$ cat src/rtl/ro_pair_comparator_pkg.sv
// ----------------------------------------------------------------------------
// ropuf_pkg
// Shared definitions for the ROPUF RO-pair comparator slice: FSM state
// encoding, default widths, and the bit positions of the two RO index fields
// inside the 8-bit pair selection word.
// ----------------------------------------------------------------------------
package ropuf_pkg;

    // Width of one ring-oscillator index (16 ROs)
    localparam int RO_IDX_W = 4;
    // Width of the pair selection word coming from the challenge shift register
    localparam int SEL_W    = 8;
    // Response bits per run; also the width of the response word
    localparam int ROUNDS   = 16;
    // Default edge-counter width
    localparam int CNT_W    = 16;

    // Field positions inside sel: upper nibble selects RO A, lower nibble RO B
    localparam int SEL_A_MSB = 7;
    localparam int SEL_A_LSB = 4;
    localparam int SEL_B_MSB = 3;
    localparam int SEL_B_LSB = 0;

    typedef enum logic [2:0] {
        IDLE,
        CLEAR,
        COUNT,
        COMPARE,
        DONE
    } state_t;

    // Extract the RO A index from a selection word
    function automatic logic [RO_IDX_W-1:0] sel_idx_a(input logic [SEL_W-1:0] s);
        return s[SEL_A_MSB:SEL_A_LSB];
    endfunction

    // Extract the RO B index from a selection word
    function automatic logic [RO_IDX_W-1:0] sel_idx_b(input logic [SEL_W-1:0] s);
        return s[SEL_B_MSB:SEL_B_LSB];
    endfunction

endpackage

$ cat src/rtl/ro_pair_comparator_if.sv
// ----------------------------------------------------------------------------
// ro_pair_comparator_if
// Control/status bundle between the RO pair comparator and its neighbours
// (challenge shift register upstream, key generator downstream).
//   start      : one-cycle run request
//   sel        : RO pair selection, sel[7:4] = index A, sel[3:0] = index B
//   round      : current round index, drives the shift register
//   busy       : run in progress (CLEAR/COUNT/COMPARE)
//   resp_valid : one-cycle pulse per completed round
//   resp_bit   : response bit of the round just compared
//   response   : accumulated response word, first bit at the MSB
//   done       : run finished, response stable
// master = the side that requests runs, slave = the comparator.
// ----------------------------------------------------------------------------
interface ro_pair_comparator_if #(
    parameter int ROUNDS = ropuf_pkg::ROUNDS
) ();
    import ropuf_pkg::*;

    logic                start;
    logic [SEL_W-1:0]    sel;
    logic [RO_IDX_W-1:0] round;
    logic                busy;
    logic                resp_valid;
    logic                resp_bit;
    logic [ROUNDS-1:0]   response;
    logic                done;

    modport master (
        output start,
        output sel,
        input  round,
        input  busy,
        input  resp_valid,
        input  resp_bit,
        input  response,
        input  done
    );

    modport slave (
        input  start,
        input  sel,
        output round,
        output busy,
        output resp_valid,
        output resp_bit,
        output response,
        output done
    );

endinterface

$ cat src/rtl/ro_pair_comparator_edge_counter.sv
// ----------------------------------------------------------------------------
// ro_edge_counter
// Counts rising edges of one selected ring oscillator.
// Ports:
//   clk, Reset : system clock, synchronous active-high reset
//   ro_in      : raw RO outputs, asynchronous to clk
//   idx        : which RO to count
//   clr        : synchronous clear of the count and of the flush guard
//   en         : count enable (COUNT window)
//   count      : saturating edge count
// ----------------------------------------------------------------------------
module ro_edge_counter #(
    parameter int NUM_RO = 16,
    parameter int CNT_W  = 16
) (
    input  logic                              clk,
    input  logic                              Reset,
    input  logic [NUM_RO-1:0]                 ro_in,
    input  logic [ropuf_pkg::RO_IDX_W-1:0]    idx,
    input  logic                              clr,
    input  logic                              en,
    output logic [CNT_W-1:0]                  count
);
    import ropuf_pkg::*;

    localparam logic [CNT_W-1:0] CNT_MAX = {CNT_W{1'b1}};

    logic       ro_sel;
    logic       sync1;
    logic       sync2;
    logic       sync_prev;
    logic       rise;
    logic [2:0] flush;

    assign ro_sel = ro_in[idx];
    assign rise   = sync2 & ~sync_prev;

    // Two-flop synchronizer on the muxed RO, plus one more stage so a rising
    // edge can be detected entirely in the clk domain.
    always_ff @(posedge clk) begin
        if (Reset) begin
            sync1     <= 1'b0;
            sync2     <= 1'b0;
            sync_prev <= 1'b0;
        end else begin
            sync1     <= ro_sel;
            sync2     <= sync1;
            sync_prev <= sync2;
        end
    end

    // The index changes at the end of CLEAR, so the three pipeline stages still
    // hold samples of the previously selected RO for a few cycles. This guard
    // fills with ones after a clear and edges are only counted once every
    // stage holds the new RO, which keeps old-RO history from faking an edge.
    always_ff @(posedge clk) begin
        if (Reset || clr) begin
            flush <= 3'b000;
        end else begin
            flush <= {flush[1:0], 1'b1};
        end
    end

    // Saturating counter: sticks at all-ones instead of wrapping so a very
    // fast RO can never appear slower than a slow one.
    always_ff @(posedge clk) begin
        if (Reset || clr) begin
            count <= '0;
        end else if (en && flush[2] && rise && (count != CNT_MAX)) begin
            count <= count + CNT_W'(1);
        end
    end

endmodule

$ cat src/rtl/ro_pair_comparator.sv
// ----------------------------------------------------------------------------
// ro_pair_comparator
// Runs ROUNDS comparison rounds. Each round latches an RO pair selection,
// counts edges of both ROs for WINDOW clk cycles, and shifts (countA > countB)
// into the response word. The round index is exported so the upstream
// challenge shift register can present the next selection.
// Ports:
//   clk, Reset : system clock, synchronous active-high reset
//   ro_in      : raw RO outputs, asynchronous to clk
//   bus        : ro_pair_comparator_if.slave (start/sel in, status/response out)
// ----------------------------------------------------------------------------
module ro_pair_comparator #(
    parameter int NUM_RO = 16,
    parameter int CNT_W  = ropuf_pkg::CNT_W,
    parameter int WINDOW = 200,
    parameter int ROUNDS = ropuf_pkg::ROUNDS
) (
    input  logic                clk,
    input  logic                Reset,
    input  logic [NUM_RO-1:0]   ro_in,
    ro_pair_comparator_if.slave bus
);
    import ropuf_pkg::*;

    localparam int TMR_W = (WINDOW > 1) ? $clog2(WINDOW) : 1;
    localparam logic [TMR_W-1:0]    TMR_LAST   = TMR_W'(WINDOW - 1);
    localparam logic [RO_IDX_W-1:0] ROUND_LAST = RO_IDX_W'(ROUNDS - 1);

    state_t              state;
    logic [SEL_W-1:0]    sel_q;
    logic [TMR_W-1:0]    timer;
    logic [RO_IDX_W-1:0] round_q;
    logic [ROUNDS-1:0]   response_q;
    logic                resp_bit_q;
    logic                resp_valid_q;
    logic                busy_q;
    logic                done_q;

    logic [CNT_W-1:0]    cnt_a;
    logic [CNT_W-1:0]    cnt_b;
    logic                cnt_clr;
    logic                cnt_en;
    logic                a_wins;

    assign cnt_clr = (state == CLEAR);
    assign cnt_en  = (state == COUNT);
    assign a_wins  = (cnt_a > cnt_b);

    ro_edge_counter #(
        .NUM_RO (NUM_RO),
        .CNT_W  (CNT_W)
    ) u_cnt_a (
        .clk   (clk),
        .Reset (Reset),
        .ro_in (ro_in),
        .idx   (sel_idx_a(sel_q)),
        .clr   (cnt_clr),
        .en    (cnt_en),
        .count (cnt_a)
    );

    ro_edge_counter #(
        .NUM_RO (NUM_RO),
        .CNT_W  (CNT_W)
    ) u_cnt_b (
        .clk   (clk),
        .Reset (Reset),
        .ro_in (ro_in),
        .idx   (sel_idx_b(sel_q)),
        .clr   (cnt_clr),
        .en    (cnt_en),
        .count (cnt_b)
    );

    // Round sequencer. Every status output is registered here alongside the
    // state so each one lines up exactly with the state it describes.
    // The compare result is captured on the edge that leaves COUNT, so it and
    // resp_valid appear together during the COMPARE cycle; an edge landing in
    // the final COUNT cycle is not part of the result.
    always_ff @(posedge clk) begin
        if (Reset) begin
            state        <= IDLE;
            sel_q        <= '0;
            timer        <= '0;
            round_q      <= '0;
            response_q   <= '0;
            resp_bit_q   <= 1'b0;
            resp_valid_q <= 1'b0;
            busy_q       <= 1'b0;
            done_q       <= 1'b0;
        end else begin
            resp_valid_q <= 1'b0;
            unique case (state)
                IDLE: begin
                    if (bus.start) begin
                        state      <= CLEAR;
                        round_q    <= '0;
                        response_q <= '0;
                        busy_q     <= 1'b1;
                    end
                end
                CLEAR: begin
                    sel_q <= bus.sel;
                    timer <= '0;
                    state <= COUNT;
                end
                COUNT: begin
                    if (timer == TMR_LAST) begin
                        state        <= COMPARE;
                        resp_bit_q   <= a_wins;
                        resp_valid_q <= 1'b1;
                        response_q   <= {response_q[ROUNDS-2:0], a_wins};
                    end else begin
                        timer <= timer + TMR_W'(1);
                    end
                end
                COMPARE: begin
                    if (round_q == ROUND_LAST) begin
                        state  <= DONE;
                        busy_q <= 1'b0;
                        done_q <= 1'b1;
                    end else begin
                        round_q <= round_q + RO_IDX_W'(1);
                        state   <= CLEAR;
                    end
                end
                DONE: begin
                    if (bus.start) begin
                        state      <= CLEAR;
                        round_q    <= '0;
                        response_q <= '0;
                        busy_q     <= 1'b1;
                        done_q     <= 1'b0;
                    end
                end
                default: begin
                    state <= IDLE;
                end
            endcase
        end
    end

    assign bus.round      = round_q;
    assign bus.busy       = busy_q;
    assign bus.resp_valid = resp_valid_q;
    assign bus.resp_bit   = resp_bit_q;
    assign bus.response   = response_q;
    assign bus.done       = done_q;

endmodule

$ cat src/flat_wrapper.sv
// flat-port wrapper written by rule: the top's interface ports become plain ports
module ro_pair_comparator_flat import ropuf_pkg::*;
#(
    parameter int NUM_RO = 16,
    parameter int CNT_W  = ropuf_pkg::CNT_W,
    parameter int WINDOW = 200,
    parameter int ROUNDS = ropuf_pkg::ROUNDS
)
  (clk, Reset, ro_in, bus_start, bus_sel, bus_round, bus_busy, bus_resp_valid, bus_resp_bit, bus_response, bus_done);
  ro_pair_comparator_if #(.ROUNDS(ROUNDS)) bus_i ();
  input  logic clk;
  input  logic Reset;
  input  logic [NUM_RO-1:0] ro_in;
  input wire logic [$bits(bus_i.start)-1:0] bus_start;
  input wire logic [$bits(bus_i.sel)-1:0] bus_sel;
  output wire logic [$bits(bus_i.round)-1:0] bus_round;
  output wire logic [$bits(bus_i.busy)-1:0] bus_busy;
  output wire logic [$bits(bus_i.resp_valid)-1:0] bus_resp_valid;
  output wire logic [$bits(bus_i.resp_bit)-1:0] bus_resp_bit;
  output wire logic [$bits(bus_i.response)-1:0] bus_response;
  output wire logic [$bits(bus_i.done)-1:0] bus_done;
  assign bus_i.start = bus_start;
  assign bus_i.sel = bus_sel;
  assign bus_round = bus_i.round;
  assign bus_busy = bus_i.busy;
  assign bus_resp_valid = bus_i.resp_valid;
  assign bus_resp_bit = bus_i.resp_bit;
  assign bus_response = bus_i.response;
  assign bus_done = bus_i.done;
  ro_pair_comparator #(.NUM_RO(NUM_RO), .CNT_W(CNT_W), .WINDOW(WINDOW), .ROUNDS(ROUNDS)) u_core (.clk(clk), .Reset(Reset), .ro_in(ro_in), .bus(bus_i));
endmodule
$ cat config.mk
export PLATFORM = sky130hd
export DESIGN_NAME = ro_pair_comparator_flat
export DESIGN_NICKNAME = d
export VERILOG_FILES = /design/src/rtl/ro_pair_comparator_pkg.sv /design/src/rtl/ro_pair_comparator_if.sv /design/src/rtl/ro_pair_comparator_edge_counter.sv /design/src/rtl/ro_pair_comparator.sv /design/src/flat_wrapper.sv
export SDC_FILE = /design/constraint.sdc
export NUM_CORES = 1
export LEC_CHECK = 0
export CORE_MARGIN = 5
export CORE_UTILIZATION = 40
export DETAILED_ROUTE_END_ITERATION = 10
export DONT_BUFFER_PORTS = 1
export MAX_ROUTING_LAYER = met4
export PLACE_DENSITY_LB_ADDON = 0.12
export SLEW_MARGIN = 0
export SYNTH_ARGS = -nofsm -noshare
export SYNTH_HDL_FRONTEND = slang
export SYNTH_HIERARCHICAL = 1
export SYNTH_SLANG_ARGS = --single-unit
$ cat constraint.sdc
create_clock -name clk -period 2.1 [get_ports clk]
set_input_delay 0.525 -clock clk [delete_from_list [all_inputs] [get_ports clk]]
set_output_delay 0.525 -clock clk [all_outputs]
set_load 0.03 [all_outputs]
==> impl_metrics.csv <==
group,metric,value,unit
run_status,outcome,"complete, no violations",
die,coreArea,10800,um^2
clocking,cts_root_buffer,"clkbuf_8",
die,die_w,115,um
power,power.density,732,nW/um^2
place,place.detailed.instances,608,
synthesis,yosys.area.top_type,"dfxtp_1",
sta,max_clock_freq,0.504,GHz
clocking,cts.sinks,87,
clocking,clk_transition_reported_paths,0.09,ns
synthesis,synth.avg_cell_area,9.50,um^2
place,dpl.hpwl,6.97,mm
die,die_height,115,um
sta,clock_skew,0.0147,ns
place,gp_congestion,0.766,
place,place_area,4620,um^2
setup_path,path_class,"reg2reg",
synthesis,synth_edf_count,0,
place,portBuffers,0,
sta,slew_headroom,0.551,
final_layout,layout_common_cells,"dfxtp_1 (86), nor2_1 (44), a21oi_1 (40)",
synthesis,netlist_area,4390,um^2
drt,num_vias,3513,
clocking,clk_latency,0.38,ns
final_layout,layout_commonest_cell,"dfxtp_1",
drt,via_per_inst,5.60,
sta,final-setup-viol-count,0,
final_layout,area_growth,11.3,%
drt,dr.pass1.iters,5,
setup_path,cp-start-kind,"flip-flop",
sta,min_period_over_period,0.945,
drt,wl_per_cell,15.1,um
setup_path,end_kind,"flip-flop",
final_layout,post-route-util,0.453,
drt,ant_nets,0,
job,maxCapViolCount,0,
final_layout,fin_nets,529,
sta,finalSetupTns,0,ns
synthesis,synth_cell_type_count,57,
final_layout,seqCellArea,1740,um^2
grt,grt_max_degree,52,
final_layout,final_area,4880,um^2
final_layout,nFillCells,1050,
drt,totalWireLength,9.46,mm
synthesis,synth_warnings,6,
synthesis,synthArstFlopShare,0,
final_layout,multi_input_area,2430,um^2
synthesis,yosysSeqAreaShare,0.397,
sta,final-hold-violation-count,0,
sta,rsz0062_at_grt,"no",
drt,post-route-drc-count,0,
final_layout,instances_no_fill,627,
grt,grt.total_usage,0.153,
clocking,hold_buffers,0,
grt,grt-ovfl-total,0,
power,ir_worst_vdd,0.399,mV
synthesis,netlist_instances,462,
setup_path,cp_max_fo,6,
sta,period_needed,1.98,ns
die,io_pins,51,
die,placementRows,38,
synthesis,ys_seq_elements,87,
place,post-place-ws,0.0677,ns
clocking,htreeDepth,3,
die,dieArea,13200,um^2
synthesis,synth_area_leaders,"dfxtp_1 (40%), ha_1 (5.7%), mux4_1 (4.8%), a21oi_1 (4.7%), nor2_1 (3.8%)",
power,finalPower,3.57,mW
final_layout,drive_gt1_frac,0.144,
grt,grt_pass1_wl,15.9,mm
die,initial_core_util,0.407,
sta,slew_violations,0,
synthesis,synth_nets,509,
sta,hold-worst-slack,0.213,ns
power,leakagePower,1.74,nW
synthesis,ys.flop_type,"dfxtp_1",
grt,antenna_found_initial,0,
setup_path,cp_data_required_time,2.41,ns
grt,first_global_vias,3421,
setup_path,critPathArrivalTime,2.29,ns
drt,dr.first_iter.drc_count,130,
clocking,tritoncts,"built",
worst_hold_path,hold_path_class,"in2reg",
clocking,cts-buffers-inserted,9,
sta,tightest_slew,0.671,ns
sta,finalWorstSetupSlack,0.116,ns
clocking,cts_buffer_depth,2,
synthesis,yosysTopAreaCellShare,0.397,
final_layout,n_antenna_cell,0,
-- Yosys cell counts, types with 9 or more instances --
cell and instances:
o31ai_1 10, or3_1 16, o21ai_1 12, dfxtp_1 87, o21ai_0 13, clkbuf_1 9, a22oi_1 18, inv_1 24
nand3_1 15, ha_1 20, nand2_1 14, or4_1 10, a21oi_1 41, nor2_1 44, mux2i_1 12, nand4_1 15
-- worst max-delay path: stages, from the launching register on --
cell      delay (ns)
dfxtp_1         0.34
or3b_4          0.40
clkinv_4        0.07
and4b_2         0.29
nand4_1         0.21
or4_1           0.45
a21oi_1         0.16
-- layout make-up --
cell class                 count  area share
multi-input combinational    331       0.498
sequential                    87       0.357
timing repair buffer          28      0.0430
tap                          140      0.0359
clock buffer                  11      0.0289
inverter                      25      0.0202
clock inverter                 5      0.0166
-- sequential cells by signal, summed over array words and instances (netlist names) --
name and flops:
u_core/bus.busy 1, u_core/bus.done 1, u_core/bus.resp_bit 1, u_core/bus.resp_valid 1, u_core/bus.response 16, u_core/bus.round 4, u_core/sel_q 8, u_core/state 3
u_core/timer 8, u_core/u_cnt_a/count 16, u_core/u_cnt_a/flush 3, u_core/u_cnt_a/sync1 1, u_core/u_cnt_a/sync2 1, u_core/u_cnt_a/sync_prev 1, u_core/u_cnt_b/count 16, u_core/u_cnt_b/flush 3
u_core/u_cnt_b/sync1 1, u_core/u_cnt_b/sync2 1, u_core/u_cnt_b/sync_prev 1
-- worst paths after layout --
path,startpoint,endpoint,slack [ns],cells past startpoint
setup / recovery,u_core/state[1],u_core/u_cnt_a/count[13],0.12,6
hold / removal,Reset,u_core/sel_q[2],0.21,1
setup reg to reg,u_core/state[1],u_core/u_cnt_a/count[13],0.12,6
hold reg to reg,u_core/u_cnt_b/flush[0],u_core/u_cnt_b/flush[1],0.44,1
-- per-layer routing --
layer | up-vias | part of all wire | global-route usage
met5 | - | 0 | -
met4 | 0 | 0.019 | 0.0696
met3 | 15 | 0.044 | 0.0326
met2 | 53 | 0.47 | 0.244
met1 | 1673 | 0.46 | 0.185
li1 | 1772 | - | -
-- cells by family (layout without fill, tap and decap cells) --
kind of cell             Yosys count  count (layout)  share of synthesized area
AO/OA/AOI/OAI                    114             114                      0.170
XOR/XNOR                           6               6                     0.0120
adder cells (fa/ha/maj)           20              20                     0.0570
buffers and inverters             44              69                     0.0530
flip-flops                        87              87                      0.397
multiplexers                      22              22                     0.0855
AND/OR/NAND/NOR                  169             169                      0.225
-- repair_timing --
action	4_1_cts	5_1_grt
endpoints found under the setup margin	0	18
resized for setup	0	6
hold endpoints to repair	0	0
buffers inserted	0	3
-- power breakdown --
| group | internal, mW | switching, mW |
|---|---|---|
| registers | 1.72 | 0.0568 |
| clock network | 0.703 | 0.616 |
| logic | 0.224 | 0.255 |
| total | 2.65 | 0.928 |
(Power assumes the default switching activity.)
